File: src/rtl/pipe_pkg.sv
// Shared definitions for the pipeline stage register: default payload and
// counter widths, plus the packed layout of the decoded control word.
package pipe_pkg;

  localparam int CTRL_W_DEF = 16;
  localparam int DATA_W_DEF = 160;
  localparam int CNT_W_DEF  = 16;

  // Decoded control bundle carried alongside each instruction. Occupies the
  // low bits of the control payload; the remaining upper bits are spare.
  typedef struct packed {
    logic       reg_write;
    logic       alu_src;
    logic       mem_read;
    logic       mem_write;
    logic       mem_to_reg;
    logic       branch;
    logic       invert_zero;
    logic       jump;
    logic [3:0] alu_ctrl;
  } ctrl_t;

  localparam int CTRL_T_W = $bits(ctrl_t);

  // Zero-extend a decoded control bundle to the default payload width.
  function automatic logic [CTRL_W_DEF-1:0] ctrl_pack(input ctrl_t c);
    return {{(CTRL_W_DEF - CTRL_T_W){1'b0}}, c};
  endfunction

endpackage

File: src/rtl/pipe_skid_buf.sv
// Two-entry skid buffer: a head register that drives the stage outputs and
// one overflow register that absorbs the entry accepted during the cycle the
// downstream first stalls. in_ready depends only on stored state (and reset),
// never on out_ready.
module pipe_skid_buf
  import pipe_pkg::*;
#(
  parameter int CTRL_W = CTRL_W_DEF,
  parameter int DATA_W = DATA_W_DEF
) (
  input  logic              clock,
  input  logic              reset,
  input  logic              flush,
  input  logic              in_valid,
  output logic              in_ready,
  input  logic [CTRL_W-1:0] in_ctrl,
  input  logic [DATA_W-1:0] in_data,
  output logic              out_valid,
  input  logic              out_ready,
  output logic [CTRL_W-1:0] out_ctrl,
  output logic [DATA_W-1:0] out_data
);

  logic              skid_valid;
  logic [CTRL_W-1:0] skid_ctrl;
  logic [DATA_W-1:0] skid_data;
  logic              accept;
  logic              head_free;

  // Only a full overflow slot (which implies a full head) refuses input.
  assign in_ready  = reset && !skid_valid;
  assign accept    = in_valid && in_ready;
  assign head_free = !out_valid || out_ready;

  // Head register and occupancy: reset beats flush, flush beats transfers.
  // NOTE: sequential state uses non-blocking assignments so every flop in the
  // block samples the pre-edge values of its neighbours.
  always_ff @(posedge clock) begin
    if (!reset) begin
      out_valid  <= 1'b0;
      out_ctrl   <= '0;
      out_data   <= '0;
      skid_valid <= 1'b0;
    end else if (flush) begin
      out_valid  <= 1'b0;
      out_ctrl   <= '0;
      skid_valid <= 1'b0;
    end else if (head_free) begin
      if (skid_valid) begin
        out_valid  <= 1'b1;
        out_ctrl   <= skid_ctrl;
        out_data   <= skid_data;
        skid_valid <= 1'b0;
      end else if (accept) begin
        out_valid <= 1'b1;
        out_ctrl  <= in_ctrl;
        out_data  <= in_data;
      end else begin
        out_valid <= 1'b0;
        out_ctrl  <= '0;
      end
    end else if (accept) begin
      skid_valid <= 1'b1;
    end
  end

  // Overflow payload capture while the head is stalled.
  // NOTE: the overflow payload is deliberately not reset; skid_valid alone
  // marks it empty and it is only ever copied to the head when skid_valid is set.
  always_ff @(posedge clock) begin
    if (accept && !head_free) begin
      skid_ctrl <= in_ctrl;
      skid_data <= in_data;
    end
  end

endmodule

File: src/rtl/pipe_stage_reg.sv
// Pipeline stage register with valid/ready handshake, flush, and a saturating
// back-pressure counter. Define PIPE_STAGE_SKID_EN to build the two-entry skid
// buffer variant (registered in_ready); the default build is a single entry
// whose in_ready follows out_ready combinationally.
module pipe_stage_reg
  import pipe_pkg::*;
#(
  parameter int CTRL_W = CTRL_W_DEF,
  parameter int DATA_W = DATA_W_DEF,
  parameter int CNT_W  = CNT_W_DEF
) (
  input  logic              clock,
  input  logic              reset,
  input  logic              in_valid,
  output logic              in_ready,
  input  logic [CTRL_W-1:0] in_ctrl,
  input  logic [DATA_W-1:0] in_data,
  output logic              out_valid,
  input  logic              out_ready,
  output logic [CTRL_W-1:0] out_ctrl,
  output logic [DATA_W-1:0] out_data,
  input  logic              flush,
  output logic [CNT_W-1:0]  stall_cnt
);

`ifdef PIPE_STAGE_SKID_EN

  pipe_skid_buf #(
    .CTRL_W(CTRL_W),
    .DATA_W(DATA_W)
  ) u_skid_buf (
    .clock    (clock),
    .reset    (reset),
    .flush    (flush),
    .in_valid (in_valid),
    .in_ready (in_ready),
    .in_ctrl  (in_ctrl),
    .in_data  (in_data),
    .out_valid(out_valid),
    .out_ready(out_ready),
    .out_ctrl (out_ctrl),
    .out_data (out_data)
  );

`else

  logic accept;

  // The single slot can take a new entry when empty or draining this cycle.
  assign in_ready = reset && (out_ready || !out_valid);
  assign accept   = in_valid && in_ready;

  // Single-entry register: reset beats flush, flush beats transfers; data is
  // held across bubbles while control is zeroed.
  always_ff @(posedge clock) begin
    if (!reset) begin
      out_valid <= 1'b0;
      out_ctrl  <= '0;
      out_data  <= '0;
    end else if (flush) begin
      out_valid <= 1'b0;
      out_ctrl  <= '0;
    end else if (accept) begin
      out_valid <= 1'b1;
      out_ctrl  <= in_ctrl;
      out_data  <= in_data;
    end else if (out_ready) begin
      out_valid <= 1'b0;
      out_ctrl  <= '0;
    end
  end

`endif

  // Count back-pressured cycles, sticking at all-ones instead of wrapping.
  always_ff @(posedge clock) begin
    if (!reset) begin
      stall_cnt <= '0;
    end else if (out_valid && !out_ready && !flush && (stall_cnt != '1)) begin
      stall_cnt <= stall_cnt + CNT_W'(1);
    end
  end

endmodule

File: config.mk
export PLATFORM = sky130hd
export DESIGN_NAME = pipe_stage_reg
export DESIGN_NICKNAME = d
export VERILOG_FILES = /design/src/rtl/pipe_pkg.sv /design/src/rtl/pipe_skid_buf.sv /design/src/rtl/pipe_stage_reg.sv
export SDC_FILE = /design/constraint.sdc
export NUM_CORES = 1
export LEC_CHECK = 0
export ABC_AREA = 1
export CAP_MARGIN = 20
export CORE_ASPECT_RATIO = 1.4
export CORE_MARGIN = 3
export CORE_UTILIZATION = 36
export CTS_CLUSTER_DIAMETER = 40
export CTS_CLUSTER_SIZE = 20
export DETAILED_ROUTE_END_ITERATION = 10
export GPL_TIMING_DRIVEN = 1
export PLACE_DENSITY = 0.8
export SLEW_MARGIN = 30
export SYNTH_ARGS = -nofsm -noshare
export SYNTH_HDL_FRONTEND = slang
export SYNTH_SLANG_ARGS = --single-unit
export TNS_END_PERCENT = 20
File: constraint.sdc
create_clock -name clock -period 1.31 [get_ports clock]
set_input_delay 0.131 -clock clock [delete_from_list [all_inputs] [get_ports clock]]
set_output_delay 0.131 -clock clock [all_outputs]
set_load 0.02 [all_outputs]
==> impl_metrics.env, run 1 <==
export IMPL_cp_arrival_ns=1.29
export IMPL_grt_max_degree=92
export IMPL_whs_ns=0.1015
export IMPL_final_min_clock_period_ns=1.425
export IMPL_grt_pass1_wl_um=36420
export IMPL_area_growth_syn_to_layout_pct=77.63
export IMPL_synth_edf_count=0
export IMPL_die_area_um2=21710
export IMPL_final_nets=1519
export IMPL_seqPwrFrac=0.455
export IMPL_preCtsSetupSlack_ns=-0.4180
export IMPL_intPower_mw=9.995
export IMPL_cp_end_kind="output pin"
export IMPL_skew_ns=0.01507
export IMPL_power_share_clock=0.382
export IMPL_synth_largest_area_cell="dfxtp_1"
export IMPL_root_buffer="clkbuf_16"
export IMPL_avgSynthCellArea_um2=7.732
export IMPL_rsz0062_at_grt="yes"
export IMPL_yosys_warnings=0
export IMPL_p_per_area_nw_per_um2=1078
export IMPL_syn_inst=929
export IMPL_synthFlopType="dfxtp_1"
export IMPL_fin_area_um2=12760
export IMPL_drv_slew=0
export IMPL_io_buffers=374
export IMPL_grt_pass1_vias=7265
export IMPL_peakVddDrop_mv=0.8469
export IMPL_tritoncts="built"
export IMPL_synth_distinct_cells=19
export IMPL_finalWirelength_um=24510
export IMPL_cts_sinks=193
export IMPL_avgViaCountPerCell=4.772
export IMPL_timing_final_ws_setup_ns=-0.1151
export IMPL_async_reset_ff_frac=0
export IMPL_hold_depth=4
export IMPL_wl_per_cell_um=15.34
export IMPL_r2r_cells=9
export IMPL_synth_seq_cells=193
export IMPL_place_gp_congestion=0.8910
export IMPL_layout_drive_gt1_share=0.2200
export IMPL_drc=0
export IMPL_first_pass_iters=4
export IMPL_clk_path_buf_depth=2
export IMPL_synth_top_cells_by_area="dfxtp_1, a21oi_1, o21ai_1, inv_1, nand3_1"
export IMPL_fmax_mhz=701.7
export IMPL_mappedNetlistArea_um2=7183
export IMPL_htreeDepth=4
export IMPL_synth_top_area_frac=0.5379
export IMPL_yosysMostFrequentCell="dfxtp_1"
export IMPL_p_comb_frac=0.163
export IMPL_clk_pin_slew_worst_paths_ns=0.08
export IMPL_initial_core_util=0.3694
export IMPL_total_power_mw=13.76
export IMPL_ant_nets=0
export IMPL_dp_hpwl_um=17530
export IMPL_synth_commonest_cells="dfxtp_1, a21oi_1, inv_1"
export IMPL_cp_data_required_time_ns=1.18
export IMPL_power_switching_mw=3.762
export IMPL_antenna_found_initial=0
export IMPL_tightest_slew_ns=0.5717
export IMPL_hold_viol_final=0
export IMPL_clk_latency_ns=0.43
export IMPL_slew_headroom=0.6189
export IMPL_die_x_um=125.4
export IMPL_synth_nets=1111
export IMPL_antennaDiodeCount=0
export IMPL_setup_viol=148
export IMPL_min_path_type="input port to flop"
export IMPL_groute_usage_overall=0.2068
export IMPL_critPathKind="flop to output pin"
export IMPL_cts_hold_buf=0
export IMPL_violations="negative setup slack"
export IMPL_min_period_over_period=1.088
export IMPL_critical_path_max_fanout=3
export IMPL_cp_start_kind="flop"
export IMPL_swShare=0.2735
export IMPL_rows=60
export IMPL_fin_setup_tns_ns=-6.066
export IMPL_placed_cell_area_um2=11690
export IMPL_pin_count=375
export IMPL_grt_ovfl_total=0
export IMPL_leakagePower_nw=5.500
export IMPL_numCtsBuffers=17
export IMPL_vias=7626
export IMPL_die_h_um=173.1
export IMPL_maxCapViolations=0
export IMPL_status="finished, violations left"
export IMPL_core_area_um2=19440
export IMPL_ys_seq_area_frac=0.5379
export IMPL_drt_iter0_markers=331
## power by group through the flow
stage | combinational, mW | sequential [mW] | clock (mW)
2_1_floorplan | 0.568 | 6.73 | 0
3_3_place_gp | 2.21 | 6.39 | 0
3_5_place_dp | 2.24 | 6.40 | 0
4_1_cts | 2.12 | 6.26 | 5.37
5_1_grt | 2.40 | 6.29 | 5.61
6_report | 2.25 | 6.26 | 5.25
## cells in the final DEF, fill, tap and decap left out, types with 4 or more instances in the layout
cell type,Yosys,layout
clkinv_4,0,5
dfxtp_2,0,10
buf_12,0,13
clkdlybuf4s50_1,0,179
nor2_2,1,9
nand2_1,46,32
a21oi_2,0,12
dfxtp_1,193,182
inv_2,1,4
o21ai_1,160,64
clkdlybuf4s15_1,0,18
inv_1,175,171
nor2_1,47,29
nand3_1,50,41
a21oi_1,185,173
nand2_4,0,5
nand3_2,1,7
nand2_2,0,9
buf_6,0,9
nor2_4,1,11
buf_4,0,54
dlygate4sd2_1,0,157
o21ai_2,0,96
buf_2,19,15
clkbuf_16,0,17
## kinds of logic (layout without fill, tap and decap cells)
family                     Yosys count  in the layout  share of synthesized area
xor gates and xnor gates             1              1                   0.001220
adders and majority gates            1              1                   0.001742
DFF                                193            193                     0.5379
buffers and inverters              238            659                     0.1277
AOI/OAI and AO/OA                  348            348                     0.2425
and+or+nand+nor                    148            148                    0.08901
## metal layers
metal,wire length [µm],GRT usage
met1,9093,0.2183
met2,12790,0.3790
met3,1696,0.06366
met4,937,0.08409
met5,0,0
## layout make-up
type,instances,area [µm²]
Timing Repair Buffer,450,4259
Inverter,177,666.9
Fill cell,1607,6684
Clock inverter,13,146.4
Multi-Input combinational cell,498,3054
Tap cell,248,310.3
Sequential cell,193,3880
Clock buffer,19,442.9
## per-stage QoR
stage	instances	utilization
detailed placement	1562	0.6012
global placement	1562	0.6012
global route	1598	0.6562
floorplan	929	-
finish	1598	0.6562
CTS	1594	0.6302
## what timing repair did
item                                    4_1_cts  5_1_grt
endpoints found under the setup margin      343      218
pin swaps                                     3       23
resized for setup                           283      183
setup buffers                                 0        4
## flip-flops by register name (all words and copies together) (netlist names)
name       count
out_valid      1
out_data     160
stall_cnt     16
out_ctrl      16
## worst max-delay path: stages (launching register included)
cell	delay (ns)
dfxtp_2	0.33
inv_2	0.07
nor2_4	0.04
nor2_4	0.15
buf_4	0.14
buf_4	0.14
## worst paths after layout
kind                      from            to  slack [ns]
hold reg to reg   out_data[48]  out_data[48]        0.44
hold / removal           reset  stall_cnt[4]        0.10
setup / recovery     out_valid      in_ready       -0.12
setup reg to reg     out_valid  out_data[31]       -0.10
No activity file was read; power rests on OpenSTA's default activity.
==> run 2, diff against run 1 <==
- CAP_MARGIN: 20 -> not set
- SKIP_LAST_GASP: not set -> 1
- SYNTH_HIERARCHICAL: not set -> 1
==> run 2 against run 1 <==
Compared with the run above:
- the flow still finishes with violations (negative setup slack)
- clock-buffer cell count did not move
- core utilization rose by 0.19 points
- via count fell by 0.41%
- cell area rose by 0.28%
- hold slack got worse by 0.0045 ns
- largest cell class unchanged
- largest power group unchanged
- highest routed layer unchanged
==> impl_metrics.env, run 2 <==
export IMPL_largest_register="out_data"
export IMPL_crit_chain="clkdlybuf4s50_1"
export IMPL_synth_seq_cells=193
export IMPL_finalWirelength_um=24440
export IMPL_final_min_clock_period_ns=1.531
export IMPL_critPathKind="flop to output pin"
export IMPL_whs_ns=0.09699
export IMPL_rrSetupSlack_ns=-0.20
export IMPL_synth_distinct_cells=19
export IMPL_critical_path_max_fanout=2
export IMPL_die_h_um=173.1
export IMPL_synth_top_family_by_area="compound AO/OA/AOI/OAI gates"
export IMPL_largest_reg_flops=160
export IMPL_final_nets=1523
export IMPL_yosys_warnings=6
export IMPL_layout_drive_gt1_share=0.1418
export IMPL_async_reset_ff_frac=0
export IMPL_drc=0
export IMPL_cp_slowest_cell="clkdlybuf4s50_1"
export IMPL_clk_latency_ns=0.43
export IMPL_fmax_mhz=653.3
export IMPL_peakVddDrop_mv=0.8234
export IMPL_ys_seq_area_frac=0.5379
export IMPL_first_pass_iters=5
export IMPL_drt_iter0_markers=378
export IMPL_utilization=0.6581
export IMPL_syn_inst=929
export IMPL_synth_top_cells_by_area="dfxtp_1, a21oi_1, o21ai_1, inv_1, nand3_1"
export IMPL_rsz0062_at_grt="yes"
export IMPL_skew_ns=0.01768
export IMPL_fin_area_um2=12800
export IMPL_timing_final_ws_setup_ns=-0.2206
export IMPL_synth_compound_area_frac=0.2425
export IMPL_antennaDiodeCount=0
export IMPL_rows=60
export IMPL_grt_ovfl_total=0
export IMPL_top_regs="out_data: 160 flops, out_ctrl: 16 flops, stall_cnt: 16 flops"
export IMPL_synthMuxAreaShare=0
export IMPL_root_buffer="clkbuf_16"
export IMPL_htreeDepth=4
export IMPL_cp_endpoint="out_data[78]"
export IMPL_clk_pin_slew_worst_paths_ns=0.07
export IMPL_ant_nets=0
export IMPL_yosysMostFrequentCell="dfxtp_1"
export IMPL_cp_depth=1
export IMPL_die_x_um=125.4
export IMPL_die_area_um2=21710
export IMPL_vias=7595
export IMPL_cp_arrival_ns=1.40
export IMPL_io_buffers=374
export IMPL_leakagePower_nw=5.839
export IMPL_cp_start_kind="flop"
export IMPL_drv_slew=0
export IMPL_cp_top_family="buffers and inverters"
export IMPL_initial_core_util=0.3694
export IMPL_numCtsBuffers=17
export IMPL_crit_buf_inv=1
export IMPL_groute_usage_overall=0.2065
export IMPL_synth_top_area_frac=0.5379
export IMPL_p_per_area_nw_per_um2=1075
export IMPL_layout_cells_non_filler=1602
export IMPL_placed_cell_area_um2=11690
export IMPL_avgViaCountPerCell=4.741
export IMPL_wl_per_cell_um=15.26
export IMPL_tightest_slew_ns=0.4004
export IMPL_tritoncts="built"
export IMPL_synthFlopType="dfxtp_1"
export IMPL_min_period_over_period=1.168
export IMPL_cp_data_required_time_ns=1.18
export IMPL_r2r_cells=9
export IMPL_synth_commonest_cells="dfxtp_1, a21oi_1, inv_1"
export IMPL_timing_rr_end="out_data[31]"
export IMPL_antenna_found_initial=0
export IMPL_critical_path_max_stage_delay_ns=0.61
export IMPL_core_area_um2=19440
export IMPL_grt_pass1_wl_um=36360
export IMPL_maxCapViolations=0
export IMPL_hold_viol_final=0
export IMPL_pin_count=375
export IMPL_clk_path_buf_depth=2
export IMPL_synthAdderAreaFrac=0.001742
export IMPL_area_growth_syn_to_layout_pct=78.14
export IMPL_min_path_type="input port to flop"
export IMPL_place_gp_congestion=0.8910
export IMPL_synth_largest_area_cell="dfxtp_1"
export IMPL_synth_simple_area_share=0.08901
export IMPL_cts_sinks=193
export IMPL_setup_viol=228
export IMPL_synth_nets=1111
export IMPL_hold_depth=4
export IMPL_cts_hold_buf=0
export IMPL_dp_hpwl_um=17530
export IMPL_grt_max_degree=92
export IMPL_timing_rr_start="out_valid"
export IMPL_avgSynthCellArea_um2=7.732
export IMPL_fillers=1573
export IMPL_violations="negative setup slack"
export IMPL_cp_end_kind="output pin"
export IMPL_mappedNetlistArea_um2=7183
export IMPL_preCtsSetupSlack_ns=-0.4180
export IMPL_synth_xor_area_share=0.001219
export IMPL_final_common_cell="clkdlybuf4s50_1"
export IMPL_status="finished, violations left"
export IMPL_crit_path_start="out_data[78]"
export IMPL_synth_edf_count=0
export IMPL_placed_cells=1562
export IMPL_slew_headroom=0.7330
export IMPL_layout_common_cells="clkdlybuf4s50_1, dfxtp_1, a21oi_1"
export IMPL_grt_pass1_vias=7288
-- run 2: cell types whose count changed in the layout (fill, tap and decap cells not counted), sizes merged --
cell           delta
dlygate4sd2     -108
clkdlybuf4s50    +71
buf              -12
clkdlybuf4s15     -4
clkbuf            +2
dlymetal6s2s     +55
-- run 2: through the flow --
stage	TNS, ns	power, mW
after floorplan	-4.913	7.297
after global placement	-55.73	8.602
after detailed placement	-59.23	8.645
after CTS	-34.29	13.84
after global routing	-44.25	14.33
final	-26.43	13.76
-- run 2: cell type report --
class	count	area, µm²	area share
clock buffer	19	442.9	0.03461
multi-input combinational	498	2653	0.2073
clock inverter	13	146.4	0.01144
tap	248	310.3	0.02425
sequential	193	3884	0.3035
inverter	177	669.4	0.05231
timing repair buffer	454	4691	0.3666
-- run 2: timing repair --
action | 4_1_cts | 5_1_grt
setup endpoints to repair | 343 | 342
setup buffers | 0 | 5
cloned | 0 | 3
pin swaps | 0 | 18
gates resized for setup | 109 | 144
-- run 2: how the worst min path moves through the flow --
| stage | from | end |
|---|---|---|
| after floorplan | reset | stall_cnt[4] |
| after global placement | out_data[75] | out_data[75] |
| after detailed placement | out_data[141] | out_data[141] |
| after CTS | reset | stall_cnt[11] |
| after global routing | reset | stall_cnt[4] |
| final | reset | stall_cnt[4] |
-- run 2: logic make-up after synthesis --
family / Yosys count
DFF: 193
buffers and inverters: 238
adders and majority gates: 1
xor gates and xnor gates: 1
AOI/OAI and AO/OA: 348
and+or+nand+nor: 148
-- run 2: routing by layer --
layer	routed length, µm	track usage
met5	0	0
met2	12630	0.3746
met3	1734	0.06706
met4	899	0.08544
met1	9183	0.2183
-- run 2: power by group --
part / leakage [nW] / internal, mW / switching, mW
Clock: 0.291 / 2.76 / 2.48
Combinational: 3.97 / 1.20 / 1.06
Sequential: 1.58 / 6.13 / 0.130
